<file path="src/rtl/poly_voice_engine_if.sv">
// Note-command, tick and mixed-sample signals between the SPI decoder/DAC glue and the voice engine.
interface poly_voice_engine_if #(
   parameter int NUM_VOICES = 16,
   parameter int PHASE_W    = 32,
   parameter int VEL_W      = 7,
   parameter int OUT_W      = 24
);
   localparam int VIDX_W = $clog2(NUM_VOICES);

   logic                     i_cmd_valid;
   logic                     i_cmd_note_on;
   logic [VIDX_W-1:0]        i_cmd_voice;
   logic [PHASE_W-1:0]       i_cmd_tuning;
   logic [VEL_W-1:0]         i_cmd_velocity;
   logic [1:0]               i_wave_select;
   logic [7:0]               i_master_gain;
   logic                     i_sample_tick;
   logic signed [OUT_W-1:0]  o_sample;
   logic                     o_sample_valid;
   logic                     o_busy;
   logic                     o_overrun;

   modport master (
      output i_cmd_valid, i_cmd_note_on, i_cmd_voice, i_cmd_tuning, i_cmd_velocity,
      output i_wave_select, i_master_gain, i_sample_tick,
      input  o_sample, o_sample_valid, o_busy, o_overrun
   );

   modport slave (
      input  i_cmd_valid, i_cmd_note_on, i_cmd_voice, i_cmd_tuning, i_cmd_velocity,
      input  i_wave_select, i_master_gain, i_sample_tick,
      output o_sample, o_sample_valid, o_busy, o_overrun
   );
endinterface

</file>
<file path="src/rtl/poly_voice_engine.sv">
// Time-multiplexed polyphonic voice engine: phase accumulate, waveform, velocity scale,
// accumulate over all voices, then master gain with saturation once per sample tick.
module poly_voice_engine #(
   parameter int NUM_VOICES = 16,
   parameter int PHASE_W    = 32,
   parameter int SAMPLE_W   = 16,
   parameter int VEL_W      = 7,
   parameter int OUT_W      = 24,
   localparam int VIDX_W    = $clog2(NUM_VOICES)
) (
   input  logic               i_clk,
   input  logic               i_reset_n,
   poly_voice_engine_if.slave bus
);
   localparam int ACC_W  = SAMPLE_W + VIDX_W;
   localparam int PROD_W = ACC_W + 9;
   localparam int CMP_W  = ((PROD_W > OUT_W) ? PROD_W : OUT_W) + 1;

   typedef enum logic [1:0] {IDLE, SCAN, DRAIN, OUTPUT} state_t;

   state_t state, state_nxt;
   logic [VIDX_W-1:0] scan_idx;
   logic tick_ok, issue, last_issue, drain_done;

   logic                gate     [NUM_VOICES];
   logic [PHASE_W-1:0]  tuning   [NUM_VOICES];
   logic [PHASE_W-1:0]  phase    [NUM_VOICES];
   logic [VEL_W-1:0]    velocity [NUM_VOICES];

   logic                       vld_p1, vld_p2;
   logic                       gate_p1;
   logic [VEL_W-1:0]           vel_p1, vel_p2;
   logic [SAMPLE_W:0]          top_p1;
   logic signed [SAMPLE_W-1:0] sample_p2, scaled_p2;
   logic signed [ACC_W-1:0]    acc;
   logic signed [OUT_W-1:0]    sample_q;
   logic                       overrun_q;

   function automatic logic signed [SAMPLE_W-1:0] wave_gen(input logic [SAMPLE_W:0] top,
                                                          input logic [1:0] sel,
                                                          input logic g);
      logic signed [SAMPLE_W-1:0] peak, res;
      logic [SAMPLE_W-1:0] t;
      peak = '0;
      peak[SAMPLE_W-2:0] = '1;
      t = top[SAMPLE_W-1:0];
      res = '0;
      if (g) begin
         case (sel)
            2'd0:    res = $signed({~top[SAMPLE_W], top[SAMPLE_W-1:1]});
            2'd1:    res = top[SAMPLE_W] ? -peak : peak;
            2'd2:    res = top[SAMPLE_W] ? peak - $signed(t)
                                         : $signed({~t[SAMPLE_W-1], t[SAMPLE_W-2:0]});
            default: res = '0;
         endcase
      end
      return res;
   endfunction

   // Floor division by 2^VEL_W; |velocity| < 2^VEL_W so the result always fits SAMPLE_W.
   function automatic logic signed [SAMPLE_W-1:0] scale_vel(input logic signed [SAMPLE_W-1:0] s,
                                                           input logic [VEL_W-1:0] v);
      logic signed [SAMPLE_W+VEL_W:0] prod;
      prod = s * $signed({1'b0, v});
      return $signed(prod[SAMPLE_W+VEL_W-1:VEL_W]);
   endfunction

   function automatic logic signed [OUT_W-1:0] apply_gain(input logic signed [ACC_W-1:0] a,
                                                         input logic [7:0] g);
      logic signed [PROD_W-1:0] prod;
      logic signed [CMP_W-1:0]  val, hi, lo, res;
      prod = a * $signed({1'b0, g});
      prod = prod >>> 4;
      val = {{(CMP_W-PROD_W){prod[PROD_W-1]}}, prod};
      hi = '0;
      hi[OUT_W-2:0] = '1;
      lo = '1;
      lo[OUT_W-2:0] = '0;
      if (val > hi)      res = hi;
      else if (val < lo) res = lo;
      else               res = val;
      return $signed(res[OUT_W-1:0]);
   endfunction

   assign tick_ok    = bus.i_sample_tick && (state == IDLE);
   assign issue      = (state == SCAN);
   assign last_issue = issue && (scan_idx == VIDX_W'(NUM_VOICES - 1));
   assign drain_done = !vld_p1 && !vld_p2;

   always_ff @(posedge i_clk) begin
      if (!i_reset_n) state <= IDLE;
      else            state <= state_nxt;
   end

   always_comb begin
      state_nxt = state;
      case (state)
         IDLE:    if (bus.i_sample_tick) state_nxt = SCAN;
         SCAN:    if (last_issue)        state_nxt = DRAIN;
         DRAIN:   if (drain_done)        state_nxt = OUTPUT;
         OUTPUT:                         state_nxt = IDLE;
         default:                        state_nxt = IDLE;
      endcase
   end

   always_comb begin
      bus.o_busy         = (state != IDLE);
      bus.o_sample_valid = (state == OUTPUT);
   end

   always_ff @(posedge i_clk) begin
      if (!i_reset_n)  scan_idx <= '0;
      else if (tick_ok) scan_idx <= '0;
      else if (issue)   scan_idx <= scan_idx + VIDX_W'(1);
   end

   // Command writes come after the scan write-back so they win on a same-voice collision.
   always_ff @(posedge i_clk) begin
      if (!i_reset_n) begin
         for (int v = 0; v < NUM_VOICES; v++) begin
            gate[v]     <= 1'b0;
            tuning[v]   <= '0;
            phase[v]    <= '0;
            velocity[v] <= '0;
         end
      end else begin
         if (issue && gate[scan_idx])
            phase[scan_idx] <= phase[scan_idx] + tuning[scan_idx];
         if (bus.i_cmd_valid) begin
            gate[bus.i_cmd_voice] <= bus.i_cmd_note_on;
            if (bus.i_cmd_note_on) begin
               tuning[bus.i_cmd_voice]   <= bus.i_cmd_tuning;
               velocity[bus.i_cmd_voice] <= bus.i_cmd_velocity;
               phase[bus.i_cmd_voice]    <= '0;
            end
         end
      end
   end

   // S1: voice read; only the phase bits the waveforms need travel on.
   always_ff @(posedge i_clk) begin
      if (!i_reset_n) vld_p1 <= 1'b0;
      else            vld_p1 <= issue;
   end

   always_ff @(posedge i_clk) begin
      gate_p1 <= gate[scan_idx];
      vel_p1  <= velocity[scan_idx];
      top_p1  <= phase[scan_idx][PHASE_W-1 -: SAMPLE_W+1];
   end

   // S2: waveform generation.
   always_ff @(posedge i_clk) begin
      if (!i_reset_n) vld_p2 <= 1'b0;
      else            vld_p2 <= vld_p1;
   end

   always_ff @(posedge i_clk) begin
      sample_p2 <= wave_gen(top_p1, bus.i_wave_select, gate_p1);
      vel_p2    <= vel_p1;
   end

   // S3: velocity scaling and frame accumulation.
   assign scaled_p2 = scale_vel(sample_p2, vel_p2);

   always_ff @(posedge i_clk) begin
      if (tick_ok)     acc <= '0;
      else if (vld_p2) acc <= acc + {{VIDX_W{scaled_p2[SAMPLE_W-1]}}, scaled_p2};
   end

   // Output: gain and saturation, loaded as the FSM enters OUTPUT.
   always_ff @(posedge i_clk) begin
      if (!i_reset_n)
         sample_q <= '0;
      else if (state == DRAIN && drain_done)
         sample_q <= apply_gain(acc, bus.i_master_gain);
   end

   always_ff @(posedge i_clk) begin
      if (!i_reset_n) overrun_q <= 1'b0;
      else            overrun_q <= bus.i_sample_tick && (state != IDLE);
   end

   assign bus.o_sample  = sample_q;
   assign bus.o_overrun = overrun_q;
endmodule
</file>
<file path="src/flat_wrapper.sv">
// flat-port wrapper written by rule: the top's interface ports become plain ports
module poly_voice_engine_flat 
#(
   parameter int NUM_VOICES = 16,
   parameter int PHASE_W    = 32,
   parameter int SAMPLE_W   = 16,
   parameter int VEL_W      = 7,
   parameter int OUT_W      = 24,
   localparam int VIDX_W    = $clog2(NUM_VOICES)
)
  (i_clk, i_reset_n, bus_i_cmd_valid, bus_i_cmd_note_on, bus_i_cmd_voice, bus_i_cmd_tuning, bus_i_cmd_velocity, bus_i_wave_select, bus_i_master_gain, bus_i_sample_tick, bus_o_sample, bus_o_sample_valid, bus_o_busy, bus_o_overrun);
  poly_voice_engine_if #(.NUM_VOICES(NUM_VOICES), .PHASE_W(PHASE_W), .VEL_W(VEL_W), .OUT_W(OUT_W)) bus_i ();
  input  logic i_clk;
  input  logic i_reset_n;
  input wire logic [$bits(bus_i.i_cmd_valid)-1:0] bus_i_cmd_valid;
  input wire logic [$bits(bus_i.i_cmd_note_on)-1:0] bus_i_cmd_note_on;
  input wire logic [$bits(bus_i.i_cmd_voice)-1:0] bus_i_cmd_voice;
  input wire logic [$bits(bus_i.i_cmd_tuning)-1:0] bus_i_cmd_tuning;
  input wire logic [$bits(bus_i.i_cmd_velocity)-1:0] bus_i_cmd_velocity;
  input wire logic [$bits(bus_i.i_wave_select)-1:0] bus_i_wave_select;
  input wire logic [$bits(bus_i.i_master_gain)-1:0] bus_i_master_gain;
  input wire logic [$bits(bus_i.i_sample_tick)-1:0] bus_i_sample_tick;
  output wire logic [$bits(bus_i.o_sample)-1:0] bus_o_sample;
  output wire logic [$bits(bus_i.o_sample_valid)-1:0] bus_o_sample_valid;
  output wire logic [$bits(bus_i.o_busy)-1:0] bus_o_busy;
  output wire logic [$bits(bus_i.o_overrun)-1:0] bus_o_overrun;
  assign bus_i.i_cmd_valid = bus_i_cmd_valid;
  assign bus_i.i_cmd_note_on = bus_i_cmd_note_on;
  assign bus_i.i_cmd_voice = bus_i_cmd_voice;
  assign bus_i.i_cmd_tuning = bus_i_cmd_tuning;
  assign bus_i.i_cmd_velocity = bus_i_cmd_velocity;
  assign bus_i.i_wave_select = bus_i_wave_select;
  assign bus_i.i_master_gain = bus_i_master_gain;
  assign bus_i.i_sample_tick = bus_i_sample_tick;
  assign bus_o_sample = bus_i.o_sample;
  assign bus_o_sample_valid = bus_i.o_sample_valid;
  assign bus_o_busy = bus_i.o_busy;
  assign bus_o_overrun = bus_i.o_overrun;
  poly_voice_engine #(.NUM_VOICES(NUM_VOICES), .PHASE_W(PHASE_W), .SAMPLE_W(SAMPLE_W), .VEL_W(VEL_W), .OUT_W(OUT_W)) u_core (.i_clk(i_clk), .i_reset_n(i_reset_n), .bus(bus_i));
endmodule
</file>
<file path="config.mk">
export PLATFORM = sky130hd
export DESIGN_NAME = poly_voice_engine_flat
export DESIGN_NICKNAME = d
export VERILOG_FILES = /design/src/rtl/poly_voice_engine_if.sv /design/src/rtl/poly_voice_engine.sv /design/src/flat_wrapper.sv
export SDC_FILE = /design/constraint.sdc
export NUM_CORES = 2
export LEC_CHECK = 0
export BUFFER_PORTS_ARGS = -buffer_cell sky130_fd_sc_hd__buf_2
export CAP_MARGIN = 20
export CORE_MARGIN = 1.5
export CORE_UTILIZATION = 25
export DETAILED_ROUTE_END_ITERATION = 16
export HOLD_SLACK_MARGIN = 0.08
export PLACE_DENSITY = 0.45
export SETUP_SLACK_MARGIN = 0.5
export SLEW_MARGIN = 15
export SYNTH_ARGS = -nofsm -noshare
export SYNTH_HDL_FRONTEND = slang
export SYNTH_SLANG_ARGS = --single-unit
</file>
<file path="constraint.sdc">
create_clock -name i_clk -period 8.43 [get_ports i_clk]
set_input_delay 1.686 -clock i_clk [delete_from_list [all_inputs] [get_ports i_clk]]
set_output_delay 1.686 -clock i_clk [all_outputs]
set_load 0.02 [all_outputs]
</file>
==> flow_summary.yaml <==
pwr:
  vdd_drop_max_v: 0.000296
  powerDensity_mw_per_mm2: 207
  p_leak_nw: 29.1
cts:
  clk_latency_ns: 0.82
  clkSinkCount: 1257
  htreeDepth: 4
  cts_buffers: 148
  cts_root_buf: "clkbuf_16"
  cts_hold_buffers: 0
  cts_buffer_depth: 3
  cts_tree: "yes"
  clk_pin_slew_worst_paths_ns: 0.05
placed_design:
  dp.cells: 9265
  place_congestion: 0.806
  dpl.hpwl_um: 131000
  io_buffers: 84
grt:
  grt_pass1_vias: 47200
  overflow: 0
  grt_usage_pct: 16.7
  grt_pass1_wl_um: 334000
  antenna_found_initial: 35
  grt_max_degree: 190
job:
  maxCapViolCount: 0
worst_setup_path:
  critPathSlowestCell: "fa_1"
  cp_max_fo: 16
  crit_arrival_ns: 7.82
  cp-end-kind: "register"
  cpPeakStageDelay_ns: 0.54
  worstPathRequired_ns: 9.11
  path_class: "reg2reg"
  critPathLaunchType: "register"
finish:
  instances_no_fill: 9538
  num-nets-final: 6308
  drive_above_1_share_pct: 15.2
  syn_to_final_growth_pct: 13.8
timing:
  slew_violations: 0
  clock.fmax_mhz: 140
  min_period_ns: 7.14
  finalSetupTns_ns: 0
  fin_crit_sh_pct: 84.7
  hold_viol_final: 0
  rsz0062_at_grt: "false"
  finalSetupViolations: 0
  fin_worst_skew_ns: 0.0666
  worstMarginPinSlew_ns: 1.19
  relSlewSlack_pct: 20.7
yosys:
  synth_top_area_cell: "edfxtp_1"
  ys_ff_latch: 1257
  synth_top_family_by_area: "simple AND/OR/NAND/NOR gates"
  synth-simple-area-share_pct: 16.9
  muxShareOfSynthArea_pct: 12.4
  ys.flop_type: "dfxtp_1"
  synth_xor_area_share_pct: 1.15
  synth_compound_area_share_pct: 8.04
  synth.most_common_cell: "nor2_1"
  synth-adder-area-share_pct: 9.59
  netlist.area_leader.share_pct: 28.0
  synthTopCellsByArea: "edfxtp_1 28%, dfxtp_1 19%, mux4_2 12%"
  seq_area_frac_synth_pct: 47.0
  synthCells: 6041
  ys_types: 84
  synth-edff-count: 624
  synth_area_mm2: 0.0668
  async_reset_ff_share_pct: 0
  yosys-top-cells-count: "706 x nor2_1, 633 x dfxtp_1, 628 x and2_1, 624 x edfxtp_1, 364 x clkbuf_1"
  syn-num-nets: 6466
  synth_warnings: 0
  avgSynthCellArea_um2: 11.1
drt:
  first_pass_iters: 6
  ant_nets: 0
  drt_iter0_markers: 4649
  wirelength_um: 229000
  routed_via_density: 4.97
  wl_per_cell_um: 24.0
  drc_errors: 0
  vias: 47400
die:
  rows: 189
  initial_utilization_pct: 25.2
  die_area_mm2: 0.270
  core_area_mm2: 0.266
  ioPinCount: 85
  fp.dieH_um: 520
  dieWidth_um: 520
min_path:
  hold_path_class: "reg2reg"
outcome:
  status: "finished clean"
-- stage by stage --
stage | worst slack (ns) | hold WS, ns | area, um2 | power (mW) | utilization, %
global route | 0.581 | 0.335 | 76000 | 16.3 | 28.6
floorplan | 1.53 | 0.310 | 66800 | 8.49 | -
detailed placement | 1.01 | 0.312 | 71100 | 9.37 | 26.8
finish | 1.29 | 0.324 | 76000 | 15.7 | 28.6
global placement | 0.853 | 0.313 | 71000 | 9.35 | 26.8
CTS | 1.00 | 0.325 | 76000 | 15.9 | 28.6
-- cell families after synthesis --
family                   Yosys count
AO/OA/AOI/OAI                    848
XOR/XNOR                          87
flip-flops                      1257
multiplexers                     380
adder cells (fa/ha/maj)          390
AND/OR/NAND/NOR                 2258
buffers and inverters            821
-- cell usage in the layout (no fill, tap or decap), types with 12 or more instances in the layout --
cell type | synthesis | routed
o21ai_0 | 63 | 63
nand2_2 | 3 | 12
a31oi_1 | 281 | 281
edfxtp_1 | 624 | 624
clkbuf_1 | 364 | 38
clkbuf_8 | 0 | 21
nand2_1 | 305 | 280
buf_2 | 91 | 82
buf_12 | 0 | 18
clkinv_1 | 0 | 19
a21o_1 | 30 | 30
o22ai_1 | 16 | 16
clkbuf_16 | 0 | 151
buf_4 | 2 | 96
o31ai_1 | 24 | 24
o21a_1 | 60 | 60
xnor2_1 | 52 | 50
nor3_1 | 27 | 26
ha_1 | 156 | 156
nor2_4 | 0 | 20
inv_1 | 311 | 311
and3_1 | 204 | 204
nor2_1 | 706 | 686
dfxtp_1 | 633 | 625
nand2_4 | 0 | 16
a21oi_1 | 263 | 263
and2_1 | 628 | 628
maj3_1 | 23 | 23
nand4_1 | 40 | 40
mux2i_1 | 20 | 20
fa_1 | 211 | 211
mux4_2 | 360 | 360
xor2_1 | 34 | 33
nor2b_1 | 15 | 15
nand3_1 | 266 | 266
clkinv_2 | 0 | 14
-- cell type report --
| type | instances | area [um2] |
|---|---|---|
| Antenna cell | 5 | 12.5 |
| Clock buffer | 210 | 4210 |
| Clock inverter | 57 | 706 |
| Fill cell | 27100 | 190000 |
| Inverter | 311 | 1170 |
| Multi-Input combinational cell | 3963 | 32500 |
| Sequential cell | 1257 | 31400 |
| Tap cell | 3533 | 4420 |
| Timing Repair Buffer | 202 | 1590 |
-- power by group --
part           total (mW)  internal (mW)  switching (mW)
registers            6.83           6.65           0.179
clock network        6.53           3.76            2.78
logic                2.38          0.898            1.48
-- path summary, 6_finish.rpt --
| path | start | endpoint | slack, ns | cells after the start |
|---|---|---|---|---|
| hold reg to reg | u_core.vel_p1[4] | u_core.vel_p2[4] | 0.32 | 0 |
| hold / removal | u_core.vel_p1[4] | u_core.vel_p2[4] | 0.32 | 0 |
| setup / recovery | u_core.vel_p2[2] | u_core.acc[19] | 1.29 | 28 |
| setup reg to reg | u_core.vel_p2[2] | u_core.acc[19] | 1.29 | 28 |
-- worst max-delay path: cells and delay by family, from the launching register on --
kind | cells | cell delay [ns]
and+or+nand+nor | 5 | 0.64
AOI/OAI and AO/OA | 12 | 2.95
DFF | 1 | 0.53
adders and majority gates | 6 | 2.44
buffers and inverters | 3 | 0.18
xor gates and xnor gates | 2 | 0.30
-- flip-flops by register name, summed over array words and instances (netlist names), 16 cells and up, named ones only --
register and count:
u_core.phase 512, u_core.tuning 512, u_core.velocity 112, u_core.bus.o_sample 24, u_core.acc 20, u_core.top_p1 17
u_core.gate 16, u_core.sample_p2 16
-- repair_timing --
item,in CTS,in global routing
endpoints found under the setup margin,0,1
resized for setup,0,3
hold endpoints to repair,0,0
setup buffers,0,0
-- layer usage --
metal	part of all wire (%)	global-route usage, %	routed length, um	vias up
met5	0.054	0	123	-
met1	43	21.9	98400	24300
met3	5.6	2.41	12900	390
li1	-	-	-	21100
met2	48	28.1	110000	1613
met4	3.3	5.47	7530	20
(Power assumes the default switching activity.)
